**src/rtl/hazard_fwd_ctrl.sv**
```systemverilog
// hazard_fwd_ctrl: central hazard unit for the 5-stage pipeline.
// Provides EX-stage operand forwarding selects and load-use stall/branch flush control.
// Freezes the whole pipe during cache misses, with a miss watchdog and a
// saturating stall-cycle counter.
module hazard_fwd_ctrl #(
  parameter int MISS_TIMEOUT = 256,
  parameter int CNT_W        = 32
) (
  input  logic             clk,
  input  logic             rst,
  input  logic [4:0]       rs1_d,
  input  logic [4:0]       rs2_d,
  input  logic [4:0]       rs1_e,
  input  logic [4:0]       rs2_e,
  input  logic [4:0]       rd_e,
  input  logic             load_e,
  input  logic             pcsrc_e,
  input  logic [4:0]       rd_m,
  input  logic             regwrite_m,
  input  logic [4:0]       rd_w,
  input  logic             regwrite_w,
  input  logic             cache_stall,
  output logic [1:0]       forward_a_e,
  output logic [1:0]       forward_b_e,
  output logic             stall_f,
  output logic             stall_d,
  output logic             stall_e,
  output logic             stall_m,
  output logic             stall_w,
  output logic             flush_d,
  output logic             flush_e,
  output logic             miss_timeout,
  output logic [CNT_W-1:0] stall_cycles
);

  typedef enum logic [1:0] {
    ST_RUN  = 2'd0,
    ST_MISS = 2'd1,
    ST_ERR  = 2'd2
  } state_e;

  // Last MISS count value before the watchdog trips.
  localparam logic [15:0] MISS_LAST = 16'(MISS_TIMEOUT - 1);

  state_e            state_q;
  logic [15:0]       miss_cnt_q;
  logic              timeout_q;
  logic [CNT_W-1:0]  cnt_q;
  logic [CNT_W-1:0]  cnt_d;
  logic              lwstall_s;
  logic              freeze_s;

  // Forwarding select for one source register; MEM beats WB, x0 never forwarded.
  function automatic logic [1:0] fwd_sel(
    input logic [4:0] src,
    input logic [4:0] dst_m,
    input logic       we_m,
    input logic [4:0] dst_w,
    input logic       we_w
  );
    logic [1:0] sel;
    if (we_m && (dst_m != 5'd0) && (dst_m == src)) begin
      sel = 2'b10;
    end else if (we_w && (dst_w != 5'd0) && (dst_w == src)) begin
      sel = 2'b01;
    end else begin
      sel = 2'b00;
    end
    return sel;
  endfunction

  assign forward_a_e = fwd_sel(rs1_e, rd_m, regwrite_m, rd_w, regwrite_w);
  assign forward_b_e = fwd_sel(rs2_e, rd_m, regwrite_m, rd_w, regwrite_w);

  assign lwstall_s = load_e && (rd_e != 5'd0) && ((rd_e == rs1_d) || (rd_e == rs2_d));

  // A live miss freezes immediately, even before the FSM has left RUN. MISS only
  // persists while cache_stall stays high, so the cycle the miss clears already
  // runs the normal RUN equations; ERR freezes regardless of cache_stall.
  assign freeze_s = cache_stall || (state_q == ST_ERR);

  // Stall/flush decode: freeze overrides everything, otherwise load-use and branch rules.
  always_comb begin
    stall_f = 1'b0;
    stall_d = 1'b0;
    stall_e = 1'b0;
    stall_m = 1'b0;
    stall_w = 1'b0;
    flush_d = 1'b0;
    flush_e = 1'b0;
    if (freeze_s) begin
      stall_f = 1'b1;
      stall_d = 1'b1;
      stall_e = 1'b1;
      stall_m = 1'b1;
      stall_w = 1'b1;
    end else begin
      stall_f = lwstall_s;
      stall_d = lwstall_s;
      flush_d = pcsrc_e;
      flush_e = lwstall_s || pcsrc_e;
    end
  end

  // Miss FSM with watchdog; the sticky timeout flag is registered alongside the state.
  always_ff @(posedge clk or posedge rst) begin
    if (rst) begin
      state_q    <= ST_RUN;
      miss_cnt_q <= 16'd0;
      timeout_q  <= 1'b0;
    end else begin
      case (state_q)
        ST_RUN: begin
          miss_cnt_q <= 16'd0;
          if (cache_stall) begin
            state_q <= ST_MISS;
          end
        end
        ST_MISS: begin
          if (!cache_stall) begin
            state_q    <= ST_RUN;
            miss_cnt_q <= 16'd0;
          end else if (miss_cnt_q == MISS_LAST) begin
            state_q   <= ST_ERR;
            timeout_q <= 1'b1;
          end else begin
            miss_cnt_q <= miss_cnt_q + 16'd1;
          end
        end
        ST_ERR: begin
          timeout_q <= 1'b1;
        end
        default: begin
          state_q    <= ST_RUN;
          miss_cnt_q <= 16'd0;
        end
      endcase
    end
  end

  assign miss_timeout = timeout_q;

  // Saturating next value of the stall-cycle counter.
  always_comb begin
    cnt_d = cnt_q;
    if (stall_f && (cnt_q != {CNT_W{1'b1}})) begin
      cnt_d = cnt_q + CNT_W'(1);
    end else begin
      cnt_d = cnt_q;
    end
  end

  // Stall-cycle counter register.
  always_ff @(posedge clk or posedge rst) begin
    if (rst) begin
      cnt_q <= '0;
    end else begin
      cnt_q <= cnt_d;
    end
  end

  assign stall_cycles = cnt_q;

endmodule

```
**config.mk**
```make
export PLATFORM = sky130hd
export DESIGN_NAME = hazard_fwd_ctrl
export DESIGN_NICKNAME = d
export VERILOG_FILES = /design/src/rtl/hazard_fwd_ctrl.sv
export SDC_FILE = /design/constraint.sdc
export NUM_CORES = 1
export LEC_CHECK = 0
export CORE_UTILIZATION = 52
export DETAILED_ROUTE_END_ITERATION = 12
export GPL_TIMING_DRIVEN = 1
export PLACE_DENSITY = 0.86
export SYNTH_ARGS = -nofsm -noshare
export SYNTH_HDL_FRONTEND = slang
export SYNTH_SLANG_ARGS = --single-unit
```
**constraint.sdc**
```tcl
create_clock -name clk -period 4.4 [get_ports clk]
set_input_delay 1.32 -clock clk [delete_from_list [all_inputs] [get_ports clk]]
set_output_delay 1.32 -clock clk [all_outputs]
set_load 0.01 [all_outputs]
```
# After elaboration in Yosys (flattened, before gate mapping)
# Cells that the tools add are included.
# totals
register_bits	51
# op_classes
n_addsub	2
eq_ne	15
mux	18
bitwise_logic	1
reduce_logical	20
# ops
cell	count
$add 32x1->32 const B	1
$mux 16	2
$ne 32x32->1 const B	1
$pmux 16 s2	1
$eq 5x5->1	6
$add 16x1->16 const B	1
$eq 16x8->1 const B	1
$reduce_bool 5->1	3
$mux 2	5
$logic_and 1x1->1	9
$mux 1	8
$ne 2x2->1 const B	3
$ne 3x3->1 const B	2
$pmux 2 s3	1
$reduce_and 3->1	2
$logic_or 1x1->1	3
$eq 2x1->1 const B	1
$eq 2x2->1 const B	1
$logic_not 2->1	1
$pmux 1 s2	1
$reduce_and 2->1	1
$reduce_bool 2->1	1
$not 1->1	1

# Longest topological paths before layout
# Gate-level depths: netlist of the first run.
# depth
word_depth	5
ltp_mapped	7
mapped_depth_nobuf	7

# Worst setup path after synthesis of the first run
# No wires, ideal clock.
# synth_timing
path_type	input-to-output
startpoint	in rd_m[1]
endpoint	out forward_a_e[0]
arrival_time_ps	2559
required_time_ps	3080
setup_slack_ps	521
cell_stages	4
path_cell_list	or4_1 -> o21ai_1 -> nor4_1 -> nor4_1
# synth_between
elab_chain_len	4
word_cells_on_any_way	5
# synth_rtl
element	line	text
start: declaration	18	input logic [4:0] rd_m,
$reduce_bool 5->1	62	if (we_m && (dst_m != 5'd0) && (dst_m == src)) begin
$logic_and 1x1->1	62	
$logic_and 1x1->1 *	62	
$mux 2 *	62	
end: declaration	23	output logic [1:0] forward_a_e,
# Every way passes the cells marked *; elsewhere a longest branch is shown, timed or not.

# Worst setup path after layout of the first run
# Same ends and word-level chain as after synthesis.

==> metrics.cfg, run 1 <==
[outcome]
outcome=finished clean

[timing]
relSlewSlack=0.312
fmax_mhz=229
min_period_ps=4370
fin_ws_ps=28.7
hold_viol=0
clock_skew_ps=4.08
drv_slew=0
fin_crit_sh=0.993
worst_pin_slew_ps=1030
setup_viol=0

[place]
globalplace.congestion=0.876
port_buffers=85
place_hpwl_um=5390
dp_slack_ps=-387
dp_cells=472
place_area_sq_mm=0.00409

[worst_setup_path]
crit_path_end_kind=output pin
critPathLaunch=rd_m[1]
r2r_slack_ps=2390
endpoint=forward_a_e[0]
crit_chain=clkdlybuf4s50_1 -> or4_4 -> o21ai_4 -> buf_4 -> nor4_2 -> nor4_2 -> buf_2
cp.arrival_ps=3050
start_kind=input port
rr_endpoint=stall_cycles[1]
regToRegStartpoint=state_q[1]
rr_worst_depth=6
cp.required_ps=3080
max_stage_delay_ps=570
path_common_cell=nor4_2
crit_fanout=2
slowest_stage=or4_4
critPathKind=in2out

[worst_hold_path]
holdCritPathClass=reg2reg

[global_route]
grt_pass1_vias=2575
antenna_found_initial=0
grt_first_pass_wirelength_um=11900
grt.total_usage=0.246
grt_start_max_net_pins=52
overflow=0

[finish]
seqCellArea_sq_mm=0.00128
drive_gt1_frac=0.152
diodes=0
n_fill_cell=376
stdcell_area_sq_mm=0.00425
nets=452
multiInputGateArea_sq_mm=0.00177
layoutNonFillerInstCount=481
syn_to_final_growth_pct=39.1

[die]
boundaryPins=86
initial_core_util=0.548
dieArea_sq_mm=0.00619
die_y_um=78.7
coreArea_sq_mm=0.00557
num_rows=27
fp.dieW_um=78.7

[pwr]
total_power_mw=1.13
p_leak_nw=1.77
power_density_mw_per_mm2=266
seqPwrFrac=0.476
pwr-share-clk=0.262
internal_power_mw=0.799
netSwitchingFraction=0.295
p_comb_frac=0.262
power.switching_mw=0.334
max-vdd-ir-drop_mv=0.147

[cts]
postCtsHoldBufs=0
clk_pin_slew_ps=90
clockBufferDepth=2
cts-buffers-inserted=5
cts_max_level=2
cts_num_sinks=51
clock_latency_ps=310
cts_tree=done
root_buffer=clkbuf_8

[logic_synthesis]
ys_ff_latch=51
asyncSetResetFlopFracSynth=1.00
synth_seq_area_share=0.418
synth_commonest_cells=dfrtp_1 (51), xnor2_1 (39), xor2_1 (32)
synth_edf_count=0
syn_area_per_cell_sq_um=10.1
synth_flop_cell=dfrtp_1
synth_area_leaders=dfrtp_1 (42%), xnor2_1 (11%), xor2_1 (9.2%)
synth.top_cell.area_share=0.418
post-synth-top-count-cell=dfrtp_1
syn-num-nets=346
yosys_warnings=0
synth_area_leader_cell=dfrtp_1
mappedNetlistArea_sq_mm=0.00306
ys_types=46
postSynthCellCount=302

[detailed_routing]
drt_first_pass_iters=5
vias_per_cell=5.59
drc=0
routed_wl_um=7240
wl_per_cell_um=15.0
vias=2687
drtIter0Drc=107
drtAntennaViolNets=0

[job]
max-cap-violations=0

final cells by class:
cell class / count / share of cell area
Clock inverter: 1 / 0.00177
Multi-Input combinational cell: 240 / 0.415
Sequential cell: 51 / 0.300
Inverter: 3 / 0.00265
Clock buffer: 7 / 0.0227
Tap cell: 72 / 0.0212
Timing Repair Buffer: 107 / 0.236
what timing repair did:
| action | 4_1_cts | 5_1_grt |
|---|---|---|
| endpoints found under the hold margin | 0 | 0 |
| buffers inserted | 0 | 1 |
| pin swaps | 1 | 4 |
| resized for setup | 18 | 8 |
| endpoints found under the setup margin | 7 | 3 |
| gates cloned | 0 | 0 |
state kept, by name, summed over array words and instances, names as in the netlist:
signal / cells
miss_cnt_q: 16
miss_timeout: 1
stall_cycles: 32
state_q: 2
cells in the final DEF (no fill, tap or decap), types with 3 or more instances in the layout:
master / count
clkdlybuf4s50_1: 76
dfrtp_1: 51
xnor2_1: 39
xor2_1: 32
nor2_1: 26
nand4_1: 23
buf_4: 22
nand2_1: 18
nand3_1: 17
and3_1: 11
clkbuf_8: 7
and2_1: 6
and4_1: 5
o21ai_0: 5
dlygate4sd2_1: 5
nor3_1: 4
or4_4: 3
o21ai_4: 3
nor2_4: 3
nand4b_1: 3
nand2b_1: 3
stage by stage:
step                hold slack, ps  setup TNS, ps  utilization
floorplan                      468              0            -
global placement               451           -972        0.734
detailed placement             460          -1290        0.734
CTS                            489           -124        0.754
global route                   507          -81.9        0.763
finish                         483              0        0.763
power by group through the flow:
stage	Sequential (mW)	Combinational (mW)	Clock, mW
6_report	0.539	0.296	0.297
5_1_grt	0.545	0.320	0.322
4_1_cts	0.540	0.294	0.306
3_5_place_dp	0.549	0.292	0
3_3_place_gp	0.546	0.283	0
2_1_floorplan	0.555	0.128	0
critical path, delay by kind of cell:
kind	cells	cell delay [ps]
compound gates	1	210
buf+inv	3	760
simple gates	3	760
per-layer routing:
| metal | track usage | wire length [um] | up-vias |
|---|---|---|---|
| li1 | - | - | 1286 |
| met1 | 0.295 | 2940 | 1281 |
| met2 | 0.436 | 3690 | 107 |
| met3 | 0.0500 | 476 | 13 |
| met4 | 0.0833 | 124 | 0 |
| met5 | 0 | 0 | - |
worst min path at each step:
| stage | startpoint | end | slack, ps | cells after the start |
|---|---|---|---|---|
| floorplan | miss_cnt_q[1] | miss_cnt_q[1] | 470 | 2 |
| CTS | miss_timeout | miss_timeout | 490 | 1 |
| detailed placement | miss_timeout | miss_timeout | 460 | 1 |
| global route | miss_timeout | miss_timeout | 510 | 1 |
| global placement | miss_timeout | miss_timeout | 450 | 1 |
| finish | miss_timeout | miss_timeout | 480 | 1 |
cell families after synthesis:
logic type | after synthesis | share of synthesized area
and+or+nand+nor | 145 | 0.283
AOI/OAI and AO/OA | 21 | 0.0589
muxes | 1 | 0.00368
xor gates and xnor gates | 71 | 0.203
buffers and inverters | 11 | 0.0250
DFF | 51 | 0.418
adders and majority gates | 2 | 0.00819
Note: power is estimated with default switching activity, not from simulation.
==> inputs of run 2 (changes only) <==
--- a/config.mk
+++ b/config.mk
@@ -5,10 +5,11 @@
 export SDC_FILE = /design/constraint.sdc
 export NUM_CORES = 1
 export LEC_CHECK = 0
-export CORE_UTILIZATION = 52
+export CORE_UTILIZATION = 48
 export DETAILED_ROUTE_END_ITERATION = 12
 export GPL_TIMING_DRIVEN = 1
-export PLACE_DENSITY = 0.86
+export PLACE_DENSITY = 0.8
+export REMOVE_ABC_BUFFERS = 1
 export SYNTH_ARGS = -nofsm -noshare
 export SYNTH_HDL_FRONTEND = slang
 export SYNTH_SLANG_ARGS = --single-unit
==> constraint.sdc (replaced) <==
create_clock -name clk -period 4.1 [get_ports clk]
set_input_delay 1.23 -clock clk [delete_from_list [all_inputs] [get_ports clk]]
set_output_delay 1.23 -clock clk [all_outputs]
set_load 0.01 [all_outputs]
==> metrics.cfg, run 2 (synthesized netlist as in run 1, its figures left out) <==
[cts]
postCtsHoldBufs=0  ; unchanged
clk_pin_slew_ps=80  ; was 90 ps
cts_tree=done  ; unchanged
cts-buffers-inserted=5  ; unchanged
root_buffer=clkbuf_8  ; unchanged
clock_latency_ps=300  ; was 310 ps
clockBufferDepth=2  ; unchanged
cts_max_level=2  ; unchanged
cts_num_sinks=51  ; unchanged

[finish]
layoutNonFillerInstCount=485  ; was 481
final_common_cell=clkdlybuf4s50_1  ; unchanged
syn_to_final_growth_pct=38.6  ; was 39.1%
diodes=0  ; unchanged
drive_gt1_frac=0.159  ; was 0.152
layout_common_cells=clkdlybuf4s50_1 (70), dfrtp_1 (51), xnor2_1 (39), xor2_1 (32), nor2_1 (26)  ; was clkdlybuf4s50_1 (76), dfrtp_1 (51), xnor2_1 (39), xor2_1 (32), nor2_1 (26)
nets=453  ; was 452
final_util=0.703  ; was 0.763
stdcell_area_sq_mm=0.00424  ; was 0.00425 sq mm
largest_register_ffs=32  ; unchanged

[job]
max-cap-violations=0  ; unchanged

[die]
boundaryPins=86  ; unchanged
fp.dieW_um=81.8  ; was 78.7 um
coreArea_sq_mm=0.00603  ; was 0.00557 sq mm
initial_core_util=0.507  ; was 0.548
die_y_um=81.8  ; was 78.7 um
num_rows=28  ; was 27
dieArea_sq_mm=0.00669  ; was 0.00619 sq mm

[place]
dp_cells=475  ; was 472
globalplace.congestion=0.929  ; was 0.876
place_area_sq_mm=0.00409  ; about the same
port_buffers=85  ; unchanged
place_hpwl_um=5370  ; was 5390 um
dp_slack_ps=-554  ; was -387 ps

[global_route]
grt.total_usage=0.235  ; was 0.246
grt_pass1_vias=2656  ; was 2,575
antenna_found_initial=0  ; unchanged
grt_start_max_net_pins=52  ; unchanged
overflow=0  ; unchanged
grt_first_pass_wirelength_um=12100  ; was 11,900 um

[worst_setup_path]
start_kind=input port  ; unchanged
critPathKind=in2out  ; unchanged
crit_path_end_kind=output pin  ; unchanged
cp.required_ps=2870  ; was 3080 ps
crit_fanout=2  ; unchanged
cp.arrival_ps=2820  ; was 3050 ps

[timing]
setup_viol=0  ; unchanged
setup-tns-final_ps=0  ; unchanged
fin_ws_ps=50.8  ; was 28.7 ps
worst_pin_slew_ps=1050  ; was 1030 ps
relSlewSlack=0.297  ; was 0.312
fin_crit_sh=0.988
min_period_ps=4050
fmax_mhz=247
hold_ws_ps=480  ; was 483 ps
clock_skew_ps=6.38  ; was 4.08 ps
hold_viol=0  ; unchanged
drv_slew=0  ; unchanged

[detailed_routing]
routed_wl_um=7260  ; was 7240 um
vias=2709  ; was 2,687
wl_per_cell_um=15.0  ; about the same
drtIter0Drc=138  ; was 107
vias_per_cell=5.59  ; about the same
drtAntennaViolNets=0  ; unchanged
drc=0  ; unchanged
drt_first_pass_iters=5  ; unchanged

[outcome]
outcome=finished clean  ; unchanged

[pwr]
p_leak_nw=1.78  ; was 1.77 nW
max-vdd-ir-drop_mv=0.195  ; was 0.147 mV
power_density_mw_per_mm2=286  ; was 266 mW/mm^2
total_power_mw=1.21  ; was 1.13 mW

[worst_hold_path]
holdCritPathClass=reg2reg  ; unchanged

[run 2: cell types whose count changed in the layout (fill, tap and decap cells not counted)]
| cell | before | now |
|---|---|---|
| nor4_4 | 2 | 0 |
| clkinvlp_4 | 1 | 0 |
| dlymetal6s2s_1 | 2 | 3 |
| clkbuf_2 | 0 | 1 |
| buf_6 | 0 | 2 |
| dlygate4sd2_1 | 5 | 7 |
| buf_2 | 2 | 3 |
| clkdlybuf4s50_1 | 76 | 70 |
| clkbuf_1 | 0 | 1 |
| nor4_2 | 2 | 4 |
[run 2: path summary, 6_finish.rpt]
path                                 start               end  slack, ps  cells after the start
setup / recovery                   rd_m[3]    forward_b_e[0]         50                      7
hold / removal                miss_timeout      miss_timeout        480                      1
setup reg to reg           stall_cycles[3]   stall_cycles[1]       2090                      6
hold reg to reg               miss_timeout      miss_timeout        480                      1
max in group asynchronous              rst  stall_cycles[17]       1950                      2
min in group asynchronous              rst  stall_cycles[29]       1490                      2
[run 2: repair_timing]
item	CTS	global route
resized for setup	33	6
endpoints found under the setup margin	7	4
gates cloned	0	0
setup buffers	1	1
pin swaps	7	6
[run 2: critical path: stages]
cell and delay, ps:
clkdlybuf4s50_1 420, or4_4 440, o21ai_4 150, buf_6 110
nor4_2 40, nor4_2 260, buf_2 170
[run 2: area by class of cell]
cell class,count,area [sq um]
Clock buffer,8,100
Fill cell,478,1790
Inverter,3,11.3
Multi-Input combinational cell,240,1750
Sequential cell,51,1280
Tap cell,75,93.8
Timing Repair Buffer,108,1010
[run 2: metal layers]
metal,vias to the layer above,GRT usage,routed length (um),part of all wire
met1,1297,0.270,2910,0.40
met4,0,0.100,155,0.021
li1,1283,-,-,-
met2,114,0.402,3630,0.50
met5,-,0,0,0
met3,15,0.0722,570,0.079
[run 2: where the power goes]
group | switching (mW) | total (mW) | internal (mW)
logic | 0.153 | 0.318 | 0.165
clock network | 0.159 | 0.313 | 0.154
registers | 0.0432 | 0.580 | 0.537
